===== config.mk =====
export PLATFORM = sky130hd
export DESIGN_NAME = seq_serializer
export DESIGN_NICKNAME = d
export VERILOG_FILES = /design/src/rtl/seq_serializer.sv
export SDC_FILE = /design/constraint.sdc
export NUM_CORES = 1
export LEC_CHECK = 0
export BUFFER_PORTS_ARGS = -buffer_cell sky130_fd_sc_hd__buf_2
export CAP_MARGIN = 10
export CELL_PAD_IN_SITES_DETAIL_PLACEMENT = 1
export CELL_PAD_IN_SITES_GLOBAL_PLACEMENT = 1
export CORE_MARGIN = 5
export CORE_UTILIZATION = 46
export CTS_BUF_LIST = sky130_fd_sc_hd__clkbuf_16
export CTS_CLUSTER_SIZE = 40
export DETAILED_ROUTE_END_ITERATION = 12
export HOLD_SLACK_MARGIN = 0.08
export PLACE_DENSITY = 0.84
export SYNTH_ARGS = -nofsm -noshare
export SYNTH_HDL_FRONTEND = slang
export SYNTH_SLANG_ARGS = --single-unit

===== constraint.sdc =====
create_clock -name clk -period 2.6 [get_ports clk]
set_input_delay 0.52 -clock clk [delete_from_list [all_inputs] [get_ports clk]]
set_output_delay 0.52 -clock clk [all_outputs]
set_load 0.05 [all_outputs]

===== src/rtl/seq_serializer.sv =====
// Parallel-to-serial converter with a one-word holding buffer so that
// back-to-back words stream out with no idle bit between them.
module seq_serializer #(
  parameter int WIDTH     = 8,
  parameter bit MSB_FIRST = 1'b1
) (
  input  logic             clk,
  input  logic             rst,
  input  logic [WIDTH-1:0] in_data,
  input  logic             in_valid,
  output logic             in_ready,
  output logic             data,
  output logic             data_valid,
  output logic             data_last,
  output logic             busy
);

  localparam int CW = (WIDTH > 2) ? $clog2(WIDTH) : 1;
  localparam logic [CW-1:0] LAST = CW'(WIDTH - 1);

  typedef enum logic {IDLE, SHIFT} state_t;

  state_t           state_q, state_d;
  logic [WIDTH-1:0] sreg_q, sreg_d;
  logic [WIDTH-1:0] hold_q, hold_d;
  logic             hold_full_q, hold_full_d;
  logic [CW-1:0]    cnt_q, cnt_d;
  logic             data_q, data_valid_q, data_last_q;
  logic             accept;

  function automatic logic [WIDTH-1:0] shift_once(input logic [WIDTH-1:0] v);
    if (MSB_FIRST) return {v[WIDTH-2:0], 1'b0};
    else           return {1'b0, v[WIDTH-1:1]};
  endfunction

  function automatic logic out_bit(input logic [WIDTH-1:0] v);
    if (MSB_FIRST) return v[WIDTH-1];
    else           return v[0];
  endfunction

  // Ready depends only on buffer occupancy (and reset), never on in_valid.
  assign in_ready = ~rst & ~hold_full_q;
  assign accept   = in_valid & in_ready;

  always_comb begin
    state_d     = state_q;
    sreg_d      = sreg_q;
    hold_d      = hold_q;
    hold_full_d = hold_full_q;
    cnt_d       = cnt_q;
    case (state_q)
      IDLE: begin
        if (accept) begin
          sreg_d  = in_data;
          cnt_d   = '0;
          state_d = SHIFT;
        end
      end
      SHIFT: begin
        if (cnt_q != LAST) begin
          sreg_d = shift_once(sreg_q);
          cnt_d  = cnt_q + CW'(1);
          if (accept) begin
            hold_d      = in_data;
            hold_full_d = 1'b1;
          end
        end else if (hold_full_q) begin
          sreg_d      = hold_q;
          hold_full_d = 1'b0;
          cnt_d       = '0;
        end else if (accept) begin
          sreg_d = in_data;
          cnt_d  = '0;
        end else begin
          cnt_d   = '0;
          state_d = IDLE;
        end
      end
      default: state_d = IDLE;
    endcase
  end

  // Outputs are registered from next-state values so bit 0 of a word
  // is already on the line right after its accepting edge.
  always_ff @(posedge clk or posedge rst) begin
    if (rst) begin
      state_q      <= IDLE;
      sreg_q       <= '0;
      hold_q       <= '0;
      hold_full_q  <= 1'b0;
      cnt_q        <= '0;
      data_q       <= 1'b0;
      data_valid_q <= 1'b0;
      data_last_q  <= 1'b0;
    end else begin
      state_q      <= state_d;
      sreg_q       <= sreg_d;
      hold_q       <= hold_d;
      hold_full_q  <= hold_full_d;
      cnt_q        <= cnt_d;
      data_q       <= (state_d == SHIFT) ? out_bit(sreg_d) : 1'b0;
      data_valid_q <= (state_d == SHIFT);
      data_last_q  <= (state_d == SHIFT) && (cnt_d == LAST);
    end
  end

  assign data       = data_q;
  assign data_valid = data_valid_q;
  assign data_last  = data_last_q;
  assign busy       = (state_q == SHIFT) | hold_full_q;

endmodule

==> reports/metrics.cfg, run 1 <==
[die]
die_h_um = 57.8
die_w_um = 57.8
num_io_pins = 16
num_rows = 17
dieArea_mm2 = 0.00334
initial_core_util = 0.479
coreArea_mm2 = 0.00219

[critical_path]
critPathSlowestCell = o21ai_1
r2r_start = cnt_q[0]
rr_worst_depth = 5
crit_top_cell = ha_1
arrival_ns = 2.06
cp_max_fo = 14
timing.rr.end = sreg_q[2]
cp.required_ns = 2.70
crit_type = reg -> reg
slowest_delay_ns = 0.47
worstSetupEndpointType = register
endpoint = sreg_q[2]
crit_path_start_kind = register
crit_start = cnt_q[0]
worstPathCellList = ha_1, ha_1, inv_1, o21ai_1, a32oi_1
r2r_setup_slack_ns = 0.64

[clocking]
cts.path.max_buffers = 2
cts_made_buffers = 3
hold_buffers = 0
postCtsResizedCells = 0
cts-root-buf = clkbuf_16
clk_pin_slew_worst_paths_ns = 0.06
insertion_delay_ns = 0.26
cts_sinks = 22
cts_setup_buffers = 0
htreeDepth = 1
cts_tree = yes

[flow_run]
drv_cap = 0

[synthesis]
synth_top_area_share = 0.524
async_reset_ff_frac = 1.00
yosysSeqAreaShare = 0.524
syn_area_mm2 = 0.00105
synth_cell_types = 24
ys_warn_count = 0
synth_edf_count = 0
synth_ff_type = dfrtp_1
synthMostInstantiatedCell = nand2_1
synth_seq_cells = 22
syn-num-nets = 110
avgSynthCellArea_um2 = 10.8
synth_top_cell_by_area = dfrtp_1
synth_top_cells_by_area = dfrtp_1 52%, nand2_1 8.6%, mux2_2 7.5%
synthCells = 97
synthTopCellsByCount = 24 x nand2_1, 22 x dfrtp_1, 7 x a32oi_1, 7 x mux2_2, 7 x o22ai_1

[cells_and_area]
diodes = 0
syn_to_final_growth_pct = 16.8
final_nets = 125
drive_gt1_frac = 0.297
fill_cells = 255

[timing]
rsz0062_at_grt = false
skew_ns = 0.00558
final.period_utilization = 0.755
tightest_slew_ns = 0.867
setup_ws_ns = 0.637
slew_violations = 0
maxSlewHeadroom = 0.421
setup_viol = 0
max_freq_ghz = 0.509
period_minus_slack_ns = 1.96
tns_ns = 0
hold_violations = 0

[power_and_ir_drop]
p_leak_nw = 0.557
power_density_mw_per_mm2 = 1420
ir_drop_v = 0.000754

[route]
drc = 0
via_count = 806
via_per_inst = 5.80
dr.pass1.iters = 4
wl_mm = 2.55
drtAntennaViolNets = 0
drt_iter0_drc = 15
avgRoutedWirePerCell_um = 18.4

[placed_design]
dpl_worst_slack_ns = 0.728
gp_congestion = 0.701
detailed_place_hpwl_mm = 1.64
numPortBuffers = 15

[grt]
grt_usage = 0.169
antenna_found_initial = 0
first_global_vias = 890
grt_max_degree = 23
overflow = 0
grt_pass1_wl_mm = 4.37

[min_path]
hp-class = in -> async

[status]
status = finished clean

[cell families after synthesis]
logic type | count (synthesis) | share of synthesized area
AOI/OAI and AO/OA | 23 | 0.145
adders and majority gates | 2 | 0.0238
buffers and inverters | 9 | 0.0548
DFF | 22 | 0.524
muxes | 8 | 0.0894
and+or+nand+nor | 33 | 0.162
[power breakdown]
group	total (mW)	switching, mW	internal [mW]
Combinational	0.676	0.418	0.258
Sequential	0.636	0.122	0.514
Clock	0.434	0.128	0.306
Total	1.75	0.669	1.08
[layout by cell type (no fill, tap or decap)]
cell       instances
nand4_1            1
buf_4              1
clkbuf_16          3
nor3b_4            1
o21ai_1            1
nor2_1             1
and2b_1            1
and4_2             1
inv_1              3
o21ai_0            4
dfrtp_1           22
buf_2             15
or2_2              1
o22ai_1            7
bufinv_16          1
or3b_4             1
nor3_1             1
nand2_4            1
a21boi_0           1
nand2_1           24
a32oi_1            7
mux2_2             7
a21oi_1            3
mux2_4             1
ha_1               2
[state kept, by name, summed over array words and instances (netlist names)]
name         cells
data             1
hold_q           8
cnt_q            3
data_last        1
sreg_q           7
data_valid       1
hold_full_q      1
[area by class of cell]
class,instances,area (um2),share of cell area
flip-flops and latches,22,551,0.449
well taps,28,35.0,0.0286
inverters,3,11.3,0.00918
repair buffers,16,82.6,0.0673
clock inverters,1,30.0,0.0245
multi-input cells,66,442,0.360
clock buffers,3,75.1,0.0612
[per-stage QoR]
step	hold slack (ns)	util	instance area [um2]	power (mW)	cells
global placement	0.469	0.512	1120	1.24	135
global route	0.513	0.560	1230	1.84	139
CTS	0.503	0.560	1230	1.75	139
finish	0.484	0.560	1230	1.75	139
detailed placement	0.497	0.512	1120	1.29	135
floorplan	0.458	-	1050	1.14	97
[per-layer routing]
layer | up-vias | wire length [um] | track usage
met2 | 23 | 1220 | 0.265
met3 | 5 | 139 | 0.0379
met1 | 405 | 1160 | 0.230
met4 | 0 | 37 | 0.0596
met5 | - | 0 | 0
li1 | 373 | - | -
[worst max-delay path: cells and delay by family (launching register included)]
kind / cells / cell delay [ns]
buf+inv: 1 / 0.13
compound gates: 2 / 0.67
flops: 1 / 0.39
fa+ha+maj: 2 / 0.62
[worst min-delay path by stage]
stage / startpoint / to / slack (ns) / depth (start not counted)
after floorplan: cnt_q[0] / data_last / 0.46 / 1
after global placement: cnt_q[0] / data_last / 0.47 / 1
after detailed placement: hold_q[2] / hold_q[2] / 0.50 / 1
after CTS: rst / hold_q[6] / 0.50 / 2
after global routing: in_data[7] / hold_q[7] / 0.51 / 2
final: rst / sreg_q[6] / 0.48 / 2
No activity file was read; power rests on OpenSTA's default activity.
==> inputs of run 2 (changes only) <==
ABC_AREA = 1   (was unset)
CORE_UTILIZATION = 37   (was 46)
PLACE_DENSITY = 0.74   (was 0.84)
clock period = 1.8 ns   (was 2.6 ns; I/O delays follow)
==> reports/metrics.cfg, run 2 <==
[clocking]
cts_made_buffers = 3  ; unchanged
cts.path.max_buffers = 2  ; unchanged
insertion_delay_ns = 0.26  ; about the same
htreeDepth = 1  ; unchanged
cts-root-buf = clkbuf_16
clk_pin_slew_worst_paths_ns = 0.06  ; about the same
cts_setup_buffers = 0  ; unchanged
cts_tree = yes
cts_sinks = 23  ; +4.5%

[placed_design]
detailed_place_hpwl_mm = 2.06  ; +26%
gp_congestion = 0.759  ; +8.4%
numPortBuffers = 15  ; unchanged

[synthesis]
synth_top_cells_by_area = dfrtp_1 49%, nor2_1 8.0%, inv_1 7.4%
synth_seq_cells = 23  ; +4.5%
synth_ff_type = dfrtp_1
synth_top_area_share = 0.491  ; -0.0335
syn-num-nets = 150  ; +36%
ys_warn_count = 0  ; unchanged
yosysSeqAreaShare = 0.491  ; -0.0335
synth_edf_count = 0  ; unchanged
syn_area_mm2 = 0.00117  ; +12%
synth_top_cell_by_area = dfrtp_1
avgSynthCellArea_um2 = 8.56  ; -21%
async_reset_ff_frac = 1.00  ; unchanged
synthTopCellsByCount = 25 x nor2_1, 23 x dfrtp_1, 23 x inv_1
synthCells = 137  ; +41%
synthMostInstantiatedCell = nor2_1
synth_cell_types = 20  ; -17%

[critical_path]
worstPathCellList = ha_1, ha_1, inv_2, nand2_4, inv_2, nand2_4, nand2_1, o21ai_2
crit_type = reg -> reg
r2r_start = cnt_q[0]
arrival_ns = 1.79  ; -0.27 ns
path_delay_family = adder cells
worstSetupEndpointType = register
critPathSlowestCell = dfrtp_1
crit_path_start_kind = register
slowest_delay_ns = 0.40  ; -0.07 ns
critical_path_buf_inv_count = 2  ; +1
crit_start = cnt_q[0]
cp_max_fo = 15  ; +1
cp.required_ns = 1.95  ; -0.75 ns

[timing]
tightest_slew_ns = 0.307  ; -0.560 ns
slew_violations = 0  ; unchanged
hold_violations = 0  ; unchanged
rsz0062_at_grt = false
max_freq_ghz = 0.610  ; +20%
maxSlewHeadroom = 0.796  ; +0.374
period_minus_slack_ns = 1.64  ; -0.323 ns
skew_ns = 0.00326  ; -0.00232 ns
setup_viol = 0  ; unchanged
tns_ns = 0  ; unchanged
final.period_utilization = 0.911  ; +0.156

[route]
drc = 0  ; unchanged
via_per_inst = 4.82  ; -17%
dr.pass1.iters = 4  ; unchanged
wl_mm = 2.95  ; +16%
via_count = 960  ; +19%
drtAntennaViolNets = 0  ; unchanged
avgRoutedWirePerCell_um = 14.8  ; -19%
drt_iter0_drc = 27  ; +12

[power_and_ir_drop]
finalPower_mw = 2.68  ; +54%
ir_drop_v = 0.000681  ; -9.7%
power_density_mw_per_mm2 = 1940  ; +37%
p_leak_nw = 0.729  ; +31%

[die]
initial_core_util = 0.384  ; -0.0951
dieArea_mm2 = 0.00439  ; +32%
die_h_um = 66.3  ; +15%
num_rows = 20  ; +3
die_w_um = 66.3  ; +15%
coreArea_mm2 = 0.00305  ; +39%
num_io_pins = 16  ; unchanged

[grt]
overflow = 0  ; unchanged
grt_usage = 0.154  ; -0.0154
grt_max_degree = 24  ; +4.3%
first_global_vias = 1061  ; +19%
antenna_found_initial = 0  ; unchanged
grt_pass1_wl_mm = 5.04  ; +15%

[cells_and_area]
final_nets = 169  ; +35%
syn_to_final_growth_pct = 17.7
diodes = 0  ; unchanged
drive_gt1_frac = 0.271  ; -0.0263
mostFrequentLayoutCell = nor2_1
fill_cells = 375  ; +47%
top_regs = hold_q x8, sreg_q x8, cnt_q x3
layout_common_cells = 25 x nor2_1, 22 x inv_1, 22 x dfrtp_1, 18 x nand2_1, 15 x buf_2

[flow_run]
drv_cap = 0  ; unchanged

[status]
status = finished clean

[min_path]
hp-class = in -> async

[run 2: cell count changes in the layout (fill, tap and decap cells not counted), sizes merged, moves of 7 or more]
| cell | change |
|---|---|
| inv | +22 |
| nor2 | +25 |
| a32oi | -7 |
| o21ai | +10 |
| nand3 | +8 |
| mux2 | -8 |
[run 2: cells by family (layout without fill, tap and decap cells)]
kind of cell	after synthesis	after routing	synth area share
AOI/OAI and AO/OA	23	23	0.140
DFF	23	23	0.491
adders and majority gates	2	2	0.0213
buffers and inverters	27	45	0.105
and+or+nand+nor	62	62	0.243
[run 2: path summary, 6_finish.rpt]
check,slack (ns),end,depth (start not counted)
max,0.16,hold_q[2],8
max in group asynchronous,1.39,data_valid,3
min reg2reg,0.48,hold_q[5],2
min in group clk,0.37,hold_q[1],3
min,0.16,cnt_q[1],3
max reg2reg,0.16,hold_q[2],8
[run 2: what timing repair did]
item / CTS / global route
endpoints found under the setup margin: 0 / 11
hold buffers: 0 / 0
gates resized for setup: 0 / 5
[run 2: power breakdown]
group | internal (mW) | switching (mW) | total (mW)
registers | 0.770 | 0.191 | 0.960
clock network | 0.297 | 0.193 | 0.490
logic | 0.426 | 0.808 | 1.23
[run 2: worst min-delay path: stages]
cell and delay, ns:
buf_2 0.12, inv_1 0.05, buf_4 0.29
[run 2: area by class of cell]
cell class                 count  area, um2  area share
inverter                      24       92.6      0.0671
sequential                    23        577       0.418
tap                           44       55.1      0.0399
clock inverter                 1       3.75     0.00272
clock buffer                   3       75.1      0.0544
multi-input combinational     87        487       0.353
timing repair buffer          17       90.1      0.0653
[run 2: through the flow]
stage | worst slack [ns] | area, um2 | hold WS, ns | cells | util
6_report | 0.160 | 1380 | 0.163 | 199 | 0.452
3_3_place_gp | 0.189 | 1290 | 0.456 | 195 | 0.422
2_1_floorplan | 0.178 | 1170 | 0.362 | 137 | -
5_1_grt | 0.0800 | 1380 | 0.212 | 199 | 0.452
4_1_cts | 0.00747 | 1370 | 0.182 | 199 | 0.448
3_5_place_dp | 0.0589 | 1290 | 0.459 | 195 | 0.422
[run 2: layer usage]
layer | wire length (um) | part of all wire | global-route usage | vias to the layer above
met1 | 1260 | 0.43 | 0.192 | 454
met5 | 0 | 0 | 0 | -
met2 | 1470 | 0.50 | 0.260 | 36
met3 | 161 | 0.055 | 0.0272 | 7
li1 | - | - | - | 463
met4 | 63 | 0.021 | 0.0609 | 0
